[src/rtl/z_buffer_mem_responder.sv]
// Depth-buffer memory responder: single-beat reads/writes over valid/ready
// handshakes with programmable response latency, plus a self-clear engine that
// fills every word with maximum depth (all ones).
module z_buffer_mem_responder #(
  parameter int                   Z_SIZE        = 8,
  parameter int                   X_RES         = 4,
  parameter int                   Y_RES         = 4,
  parameter int                   DEPTH         = X_RES * Y_RES,
  parameter int                   ADDR_SIZE     = 32,
  parameter logic [ADDR_SIZE-1:0] BASE_ADDR     = '0,
  parameter int                   READ_LATENCY  = 1,
  parameter int                   WRITE_LATENCY = 0
) (
  input  logic                 clk_i,
  input  logic                 rst_i,
  input  logic                 buf_r_w_i,
  input  logic [ADDR_SIZE-1:0] buf_addr_i,
  input  logic [Z_SIZE-1:0]    buf_data_w_i,
  output logic [Z_SIZE-1:0]    buf_data_r_o,
  input  logic                 data_r_ready_i,
  output logic                 data_r_valid_o,
  input  logic                 data_w_valid_i,
  output logic                 data_w_ready_o,
  input  logic                 clear_i,
  output logic                 busy_o,
  output logic                 err_o
);

  localparam int         IDX_W  = (DEPTH > 1) ? $clog2(DEPTH) : 1;
  localparam logic [3:0] RD_LAT = 4'(READ_LATENCY);
  localparam logic [3:0] WR_LAT = 4'(WRITE_LATENCY);

  typedef enum logic [2:0] {IDLE, CLEAR, RD_WAIT, RD_RESP, WR_WAIT, WR_ACK} state_t;

  state_t              state;
  logic [3:0]          lat_cnt;
  logic [IDX_W-1:0]    clr_idx;
  logic [IDX_W-1:0]    cur_idx;
  logic                cur_ok;
  logic [Z_SIZE-1:0]   cur_wdata;

  logic [Z_SIZE-1:0]   mem [DEPTH];

  // Request decode: offset from the base, range-checked at full address width
  logic [ADDR_SIZE-1:0] req_off;
  logic                 req_ok;
  logic [IDX_W-1:0]     req_idx;

  assign req_off = buf_addr_i - BASE_ADDR;
  assign req_ok  = (buf_addr_i >= BASE_ADDR) && (req_off < ADDR_SIZE'(DEPTH));
  assign req_idx = req_off[IDX_W-1:0];

  // Response word: live request while idle (zero-latency read), captured request otherwise
  logic [IDX_W-1:0]  rd_idx;
  logic              rd_ok;
  logic [Z_SIZE-1:0] rd_word;

  assign rd_idx  = (state == IDLE) ? req_idx : cur_idx;
  assign rd_ok   = (state == IDLE) ? req_ok  : cur_ok;
  assign rd_word = rd_ok ? mem[rd_idx] : '1;

  // Storage write port: clear engine or accepted in-range write handshake
  logic              mem_we;
  logic [IDX_W-1:0]  mem_waddr;
  logic [Z_SIZE-1:0] mem_wdata;

  always_comb begin
    // NOTE: every output of a combinational block gets a default first, so no path leaves it unassigned and a latch is never inferred.
    mem_we    = 1'b0;
    mem_waddr = clr_idx;
    mem_wdata = '1;
    if (!rst_i) begin
      if (state == CLEAR) begin
        mem_we = 1'b1;
      end else if (state == WR_ACK && data_w_valid_i && cur_ok) begin
        mem_we    = 1'b1;
        mem_waddr = cur_idx;
        mem_wdata = cur_wdata;
      end
    end
  end

  // Depth storage array
  // NOTE: storage has no reset; contents survive rst_i and a clear is an explicit operation, which keeps this a plain RAM.
  always_ff @(posedge clk_i) begin
    if (mem_we) mem[mem_waddr] <= mem_wdata;
  end

  // Control FSM with registered handshake, busy and error outputs
  always_ff @(posedge clk_i) begin
    // NOTE: sequential state uses non-blocking assignments so every register samples pre-edge values, independent of statement order.
    if (rst_i) begin
      state          <= IDLE;
      lat_cnt        <= '0;
      clr_idx        <= '0;
      data_r_valid_o <= 1'b0;
      data_w_ready_o <= 1'b0;
      busy_o         <= 1'b0;
      err_o          <= 1'b0;
      buf_data_r_o   <= '0;
    end else begin
      err_o <= 1'b0;
      case (state)
        IDLE: begin
          if (clear_i) begin
            state   <= CLEAR;
            clr_idx <= '0;
            busy_o  <= 1'b1;
          end else if ((buf_r_w_i && data_r_ready_i) || (!buf_r_w_i && data_w_valid_i)) begin
            cur_idx   <= req_idx;
            cur_ok    <= req_ok;
            cur_wdata <= buf_data_w_i;
            err_o     <= !req_ok;
            busy_o    <= 1'b1;
            if (buf_r_w_i) begin
              lat_cnt <= RD_LAT;
              if (RD_LAT == 4'd0) begin
                state          <= RD_RESP;
                data_r_valid_o <= 1'b1;
                buf_data_r_o   <= rd_word;
              end else begin
                state <= RD_WAIT;
              end
            end else begin
              lat_cnt <= WR_LAT;
              if (WR_LAT == 4'd0) begin
                state          <= WR_ACK;
                data_w_ready_o <= 1'b1;
              end else begin
                state <= WR_WAIT;
              end
            end
          end
        end
        CLEAR: begin
          clr_idx <= clr_idx + IDX_W'(1);
          if (clr_idx == IDX_W'(DEPTH - 1)) begin
            state  <= IDLE;
            busy_o <= 1'b0;
          end
        end
        RD_WAIT: begin
          lat_cnt <= lat_cnt - 4'd1;
          if (lat_cnt == 4'd1) begin
            state          <= RD_RESP;
            data_r_valid_o <= 1'b1;
            buf_data_r_o   <= rd_word;
          end
        end
        RD_RESP: begin
          if (data_r_ready_i) begin
            state          <= IDLE;
            data_r_valid_o <= 1'b0;
            busy_o         <= 1'b0;
          end
        end
        WR_WAIT: begin
          lat_cnt <= lat_cnt - 4'd1;
          if (lat_cnt == 4'd1) begin
            state          <= WR_ACK;
            data_w_ready_o <= 1'b1;
          end
        end
        WR_ACK: begin
          if (data_w_valid_i) begin
            state          <= IDLE;
            data_w_ready_o <= 1'b0;
            busy_o         <= 1'b0;
          end
        end
        default: begin
          state          <= IDLE;
          data_r_valid_o <= 1'b0;
          data_w_ready_o <= 1'b0;
          busy_o         <= 1'b0;
        end
      endcase
    end
  end

endmodule

[config.mk]
export PLATFORM = sky130hd
export DESIGN_NAME = z_buffer_mem_responder
export DESIGN_NICKNAME = d
export VERILOG_FILES = /design/src/rtl/z_buffer_mem_responder.sv
export SDC_FILE = /design/constraint.sdc
export NUM_CORES = 1
export LEC_CHECK = 0
export CORE_ASPECT_RATIO = 1.4
export CORE_MARGIN = 4
export CORE_UTILIZATION = 52
export CTS_CLUSTER_DIAMETER = 40
export DETAILED_ROUTE_END_ITERATION = 7
export PLACE_DENSITY_LB_ADDON = 0.15
export SLEW_MARGIN = 5
export SYNTH_ARGS = -nofsm -noshare
export SYNTH_HDL_FRONTEND = slang
export SYNTH_SLANG_ARGS = --single-unit
[constraint.sdc]
create_clock -name clk_i -period 2.9 [get_ports clk_i]
set_clock_uncertainty 0.05 [all_clocks]
set_input_delay 0.87 -clock clk_i [delete_from_list [all_inputs] [get_ports clk_i]]
set_output_delay 0.87 -clock clk_i [all_outputs]
set_load 0.02 [all_outputs]
Word-level counts from Yosys, hierarchy flattened
Memory sizes are Yosys's and may differ from the RTL's.
Cells that the tools add are included.

cells by class
  order comparisons = 2
  reduce and logical (&&, ||, !) cells = 23
  $add $sub $neg = 2
  eq/ne operators = 17
  bitwise gates (word level) = 7
  mux-type cells = 41

operators by type and width
  operator                                                                               count
  32-bit by 1-bit greater-or-equal comparator with 1-bit output (second input constant)  1
  32-bit by 5-bit less-than comparator with 1-bit output (second input constant)         1
  8-bit 2-to-1 mux                                                                       4
  4-bit 2-to-1 mux                                                                       7
  3-bit 2-to-1 mux                                                                       8
  3-bit case mux with 6 select lines                                                     1
  1-bit 2-to-1 mux                                                                       16
  4-bit case mux with 2 select lines                                                     2
  2-bit inequality test (second input constant)                                          7
  6-bit AND reduction                                                                    2
  4-bit OR reduction                                                                     2
  1-bit NOT                                                                              7
  3-bit by 2-bit == test with 1-bit output (second input constant)                       2
  3-bit == test (second input constant)                                                  2
  3-bit AND reduction                                                                    2
  1-bit logical AND                                                                      5
  1-bit case mux with 5 select lines                                                     1
  5-bit AND reduction                                                                    1
  4-bit by 1-bit adder with 4-bit output (second input constant)                         1
  4-bit by 1-bit == test with 1-bit output (second input constant)                       1
  4-bit == test (second input constant)                                                  1
  2-bit by 1-bit inequality test with 1-bit output (second input constant)               2
  1-bit case mux with 4 select lines                                                     1
  2-bit AND reduction                                                                    2
  other kinds (11)                                                                       13

word-level totals
  logic and storage cells = 104
  bits in writable memories = 128
  output and inout port bits = 12
  input bits = 46
  memories = 1
  bits in registers = 36

memories
  memory  words  bits a word  rd ports  clocked after memory_dff  wr ports  line  RTL
  mem     16     8            1         0                         1         42    logic [Z_SIZE-1:0] mem [DEPTH];

Longest topological paths before layout
  word-level depth = 8
  mapped depth = 9
  mapped depth without buffers = 6

Worst setup path after synthesis
No wires, ideal clock.

  path kind = input to register
  start = input rst_i
  end = memory mem[0][0] (enable)
  library setup time = 370 ps
  slack = -21 ps
  stages = 6
  arrival time = 2501 ps
  path buffers = 1
  cell sequence = or3b_1 -> clkbuf_1 -> nor2_2 -> mux2i_1 -> nand3_1 -> nor2_1

between the ends
  word-level cells in the longest chain between the ends = 3
  elaborated cells between the ends (all ways) = 4
  classes of those cells = mux: 4

RTL lines
  element                                 line  RTL
  from (decl)                             15    input logic rst_i,
  1-bit 2-to-1 mux                        72    if (!rst_i) begin
  1-bit 2-to-1 mux                        86    if (mem_we) mem[mem_waddr] <= mem_wdata;
  1-bit 2-to-1 mux (implied by the code)  86
  to (decl)                               42

Parallel ways exist; a longest one is shown, timed or not.

Final worst setup path
  start = input buf_addr_i[0]
  end = register buf_data_r_o[2]

between the ends
  word-level cells in the longest chain between the ends = 4
  elaborated cells between the ends (all ways) = 7
  classes of those cells = order compare: 2; mux: 3; reduce/logical: 1; memory: 1

RTL lines
  element                                                                                                                                         line  RTL
  from (decl)                                                                                                                                     17    input logic [ADDR_SIZE-1:0] buf_addr_i,
  32-bit by 1-bit greater-or-equal comparator with 1-bit output / 32-bit by 5-bit less-than comparator with 1-bit output (equally long branches)  50    assign req_ok = (buf_addr_i >= BASE_ADDR) && (req_off < ADDR_SIZE'(DEPTH));
  1-bit logical AND                                                                                                                               50
  1-bit 2-to-1 mux                                                                                                                                59    assign rd_ok = (state == IDLE) ? req_ok : cur_ok;
  8-bit 2-to-1 mux (*)                                                                                                                            60    assign rd_word = rd_ok ? mem[rd_idx] : '1;
  to (signal assigned)                                                                                                                            120   buf_data_r_o <= rd_word;
  to (signal assigned)                                                                                                                            147   buf_data_r_o <= rd_word;
  to (decl)                                                                                                                                       19    output logic [Z_SIZE-1:0] buf_data_r_o,

Mark *: on every way between the ends. The rest lies on a longest branch, timed or not.
A chain may end at the register's enable or synchronous reset.

==> results.tsv <==
metric	value	unit
outcome	complete, no violations	
Finished Cell Area	9032	um2
CTS Hold Bufs	0	
relative slew slack	0.6203	
DP HPWL	12880	um
Yosys top cell by area	edfxtp_1	
Initial Utilization	0.5291	
Ports	58	
WHS	0.4461	ns
cells along the critical path	clkdlybuf4s50_1 > or4b_2 > buf_12 > a32oi_1 > a32oi_1 > o22ai_1 > nor4_1	
final hold vios	0	
PwrDens	765.4	nW/um2
Layout area overhead	27.52	%
CTS tree	yes	
clk slew on worst S/H paths	0.06	ns
sequential share of the synthesized area	0.6628	
Max-Cap Viols	0	
share of layout cells above drive strength 1	0.1631	
non-filler cells, final	875	
std cell rows	50	
vias	5510	
WHS Path Cells	2	
total wire length	18670	um
post-CTS setup buffers	0	
CP max stage delay	0.64	ns
Unique masters post-synth	48	
clk sinks	164	
post-cts gate resize count	0	
asr flop ratio synth	0	
syn nets	628	
multi-input logic area	2183	um2
full die area	15580	um2
nets@finish	730	
CTS Root Cell	clkbuf_16	
leakage power	0.003283	uW
pin count of the biggest net entering global routing	65	
CP required	3.15	ns
Util after Layout	0.6747	
logic depth of the worst path, buffers included	7	
Hold EP	busy_o	
CTS buffer count	17	
post-route ant nets	0	
ys flop type	edfxtp_1	
Post-synth EDFFs	141	
Synth top area share	0.5978	
port bufs	57	
crit share post-route	0.9567	
core area	13390	um2
Setup-failing EPs final	0	
Slew Limit Fails	0	
DR WL/cell	21.33	um
CP Data Arrival Time	3.02	ns
H-tree levels	4	
global-route wire length before repair	29060	um
fmax	0.3604	GHz
synthesized flop and latch total	164	
Synth Cell Area	7083	um2
Antenna diodes	0	
hold crit path type	flip-flop to flip-flop	
Critical Path Sink Type	flip-flop	
die height	146.1	um
Mean Syn Cell Area	12.23	um2
Pre-antenna DRT Iters	5	
Clock Latency Late Sink	0.42	ns
met2 routed wirelength	10100	um
peak supply drop	501.0	uV
DP Area	8378	um2
width of the die	106.6	um
met3 routed WL	1364	um
CP max FO	30	
drt drc	0	
vias in the first global route	5501	
Tmin final	2.774	ns
Placed Cells	844	
Worst path most repeated cell	a32oi_1	
GRT Total Usage	0.2464	
RR Startpoint	state[2]	
top layer in use	met4	
clock tree buffer depth	2	
wire length on met1	6510	um
hold_sp	busy_o	
yosys warns	0	
total gr overflow	0	
crit-path leading delay family	simple AND/OR/NAND/NOR gates	
kind of start point of the critical path	primary input	
RePlAce Congestion	0.8918	
top post-synthesis cells by area	edfxtp_1 (60%), dfxtp_1 (6.5%), nand3_1 (5.9%), o21ai_0 (4.7%), a32oi_1 (4.1%)	
Post-Syn Instances	579	
post-DR vias/cell	6.297	
FF-to-FF path depth	7	
worst-margin pin slew	0.5684	ns
initial antenna violation count	0	
initial DRC count	518	
sequential cell area	4695	um2
power consumption	6914	uW
cell with the most instances after synthesis	edfxtp_1	
commonest cells in the netlist	edfxtp_1 (141), nand3_1 (84), o21ai_0 (67)	
flop2flop setup slack	0.33	ns
RSZ-0062 raised after global routing	no	
worst reg2reg endpoint	buf_data_r_o[1]	
Critical Setup Path Class	primary input to flip-flop	
fillcell total	1025	
CP max-delay cell	or4b_2	
worst path bufs/invs	2	
report_power, final:
part,total (uW),internal [uW],switching (uW)
logic,1830,707,1130
clock network,2410,1530,881
registers,2670,2610,61.8
total,6910,4850,2070
cell type report:
cell class	instances	share of cell area
clock inverters	12	0.02272
multi-input cells	364	0.2417
flip-flops and latches	164	0.5197
inverters	6	0.002493
clock buffers	19	0.04793
repair buffers	128	0.1402
well taps	182	0.02521
routing by layer:
metal / vias to the layer above / track usage
met2: 303 / 0.4492
met4: 0 / 0.1158
li1: 2485 / -
met3: 53 / 0.04954
met5: - / 0
met1: 2669 / 0.2709
metrics by stage:
stage / setup TNS (ns) / setup WS, ns
after floorplan: -0.6701 / -0.02094
after global placement: -28.97 / -0.3287
after detailed placement: -36.02 / -0.3992
after CTS: 0 / 0.05023
after global routing: 0 / 0.04296
final: 0 / 0.1257
state kept, by name, summed over array words and instances, names as in the netlist:
name and count:
clr_idx 4, cur_ok 1, data_r_valid_o 1, busy_o 1, cur_wdata 8, buf_data_r_o 8
data_w_ready_o 1, cur_idx 4, mem 128, lat_cnt 4, err_o 1, state 3
layout by cell type (no fill, tap or decap), types with 3 or more instances in the layout:
cell type | Yosys | routed
nor2_1 | 33 | 28
mux2i_1 | 4 | 3
clkdlybuf4s50_1 | 0 | 57
nand2b_1 | 5 | 5
nor2b_1 | 4 | 4
clkbuf_16 | 0 | 17
dfxtp_1 | 23 | 23
nand3_1 | 84 | 84
nor4_1 | 16 | 16
buf_4 | 0 | 58
nor3_1 | 8 | 8
buf_12 | 0 | 13
bufinv_16 | 0 | 5
o22ai_1 | 10 | 10
or3_1 | 10 | 10
ha_1 | 3 | 3
inv_1 | 6 | 6
nor2_2 | 1 | 6
o21ai_0 | 67 | 67
o21bai_1 | 9 | 9
a21oi_1 | 29 | 29
a31oi_1 | 5 | 5
nand2_1 | 7 | 7
edfxtp_1 | 141 | 141
clkinv_4 | 0 | 4
a32oi_1 | 33 | 33
nand4_1 | 4 | 4
nor3b_1 | 4 | 4
logic make-up after synthesis:
family,count (synthesis),share of synthesized area
simple gates,193,0.1473
xor+xnor,2,0.002474
mux,4,0.005653
compound gates,162,0.1440
buf+inv,51,0.03250
flops,164,0.6628
fa+ha+maj,3,0.005300
worst register-to-register path, cell delays in order, from the launching register on:
cell and delay [ns]:
dfxtp_1 0.44, buf_4 0.26, or4b_1 0.54, and2_1 0.29, buf_4 0.25, a32oi_1 0.29
o22ai_1 0.11, nor4_1 0.25
worst max-delay path by stage:
stage	from	end	slack (ns)
final	buf_addr_i[0]	buf_data_r_o[2]	0.13
after global routing	buf_addr_i[0]	buf_data_r_o[2]	0.04
after CTS	rst_i	mem[14][3]	0.05
after detailed placement	rst_i	mem[14][7]	-0.40
after global placement	rst_i	mem[13][6]	-0.33
after floorplan	rst_i	mem[0][0]	-0.02
(Power assumes the default switching activity.)
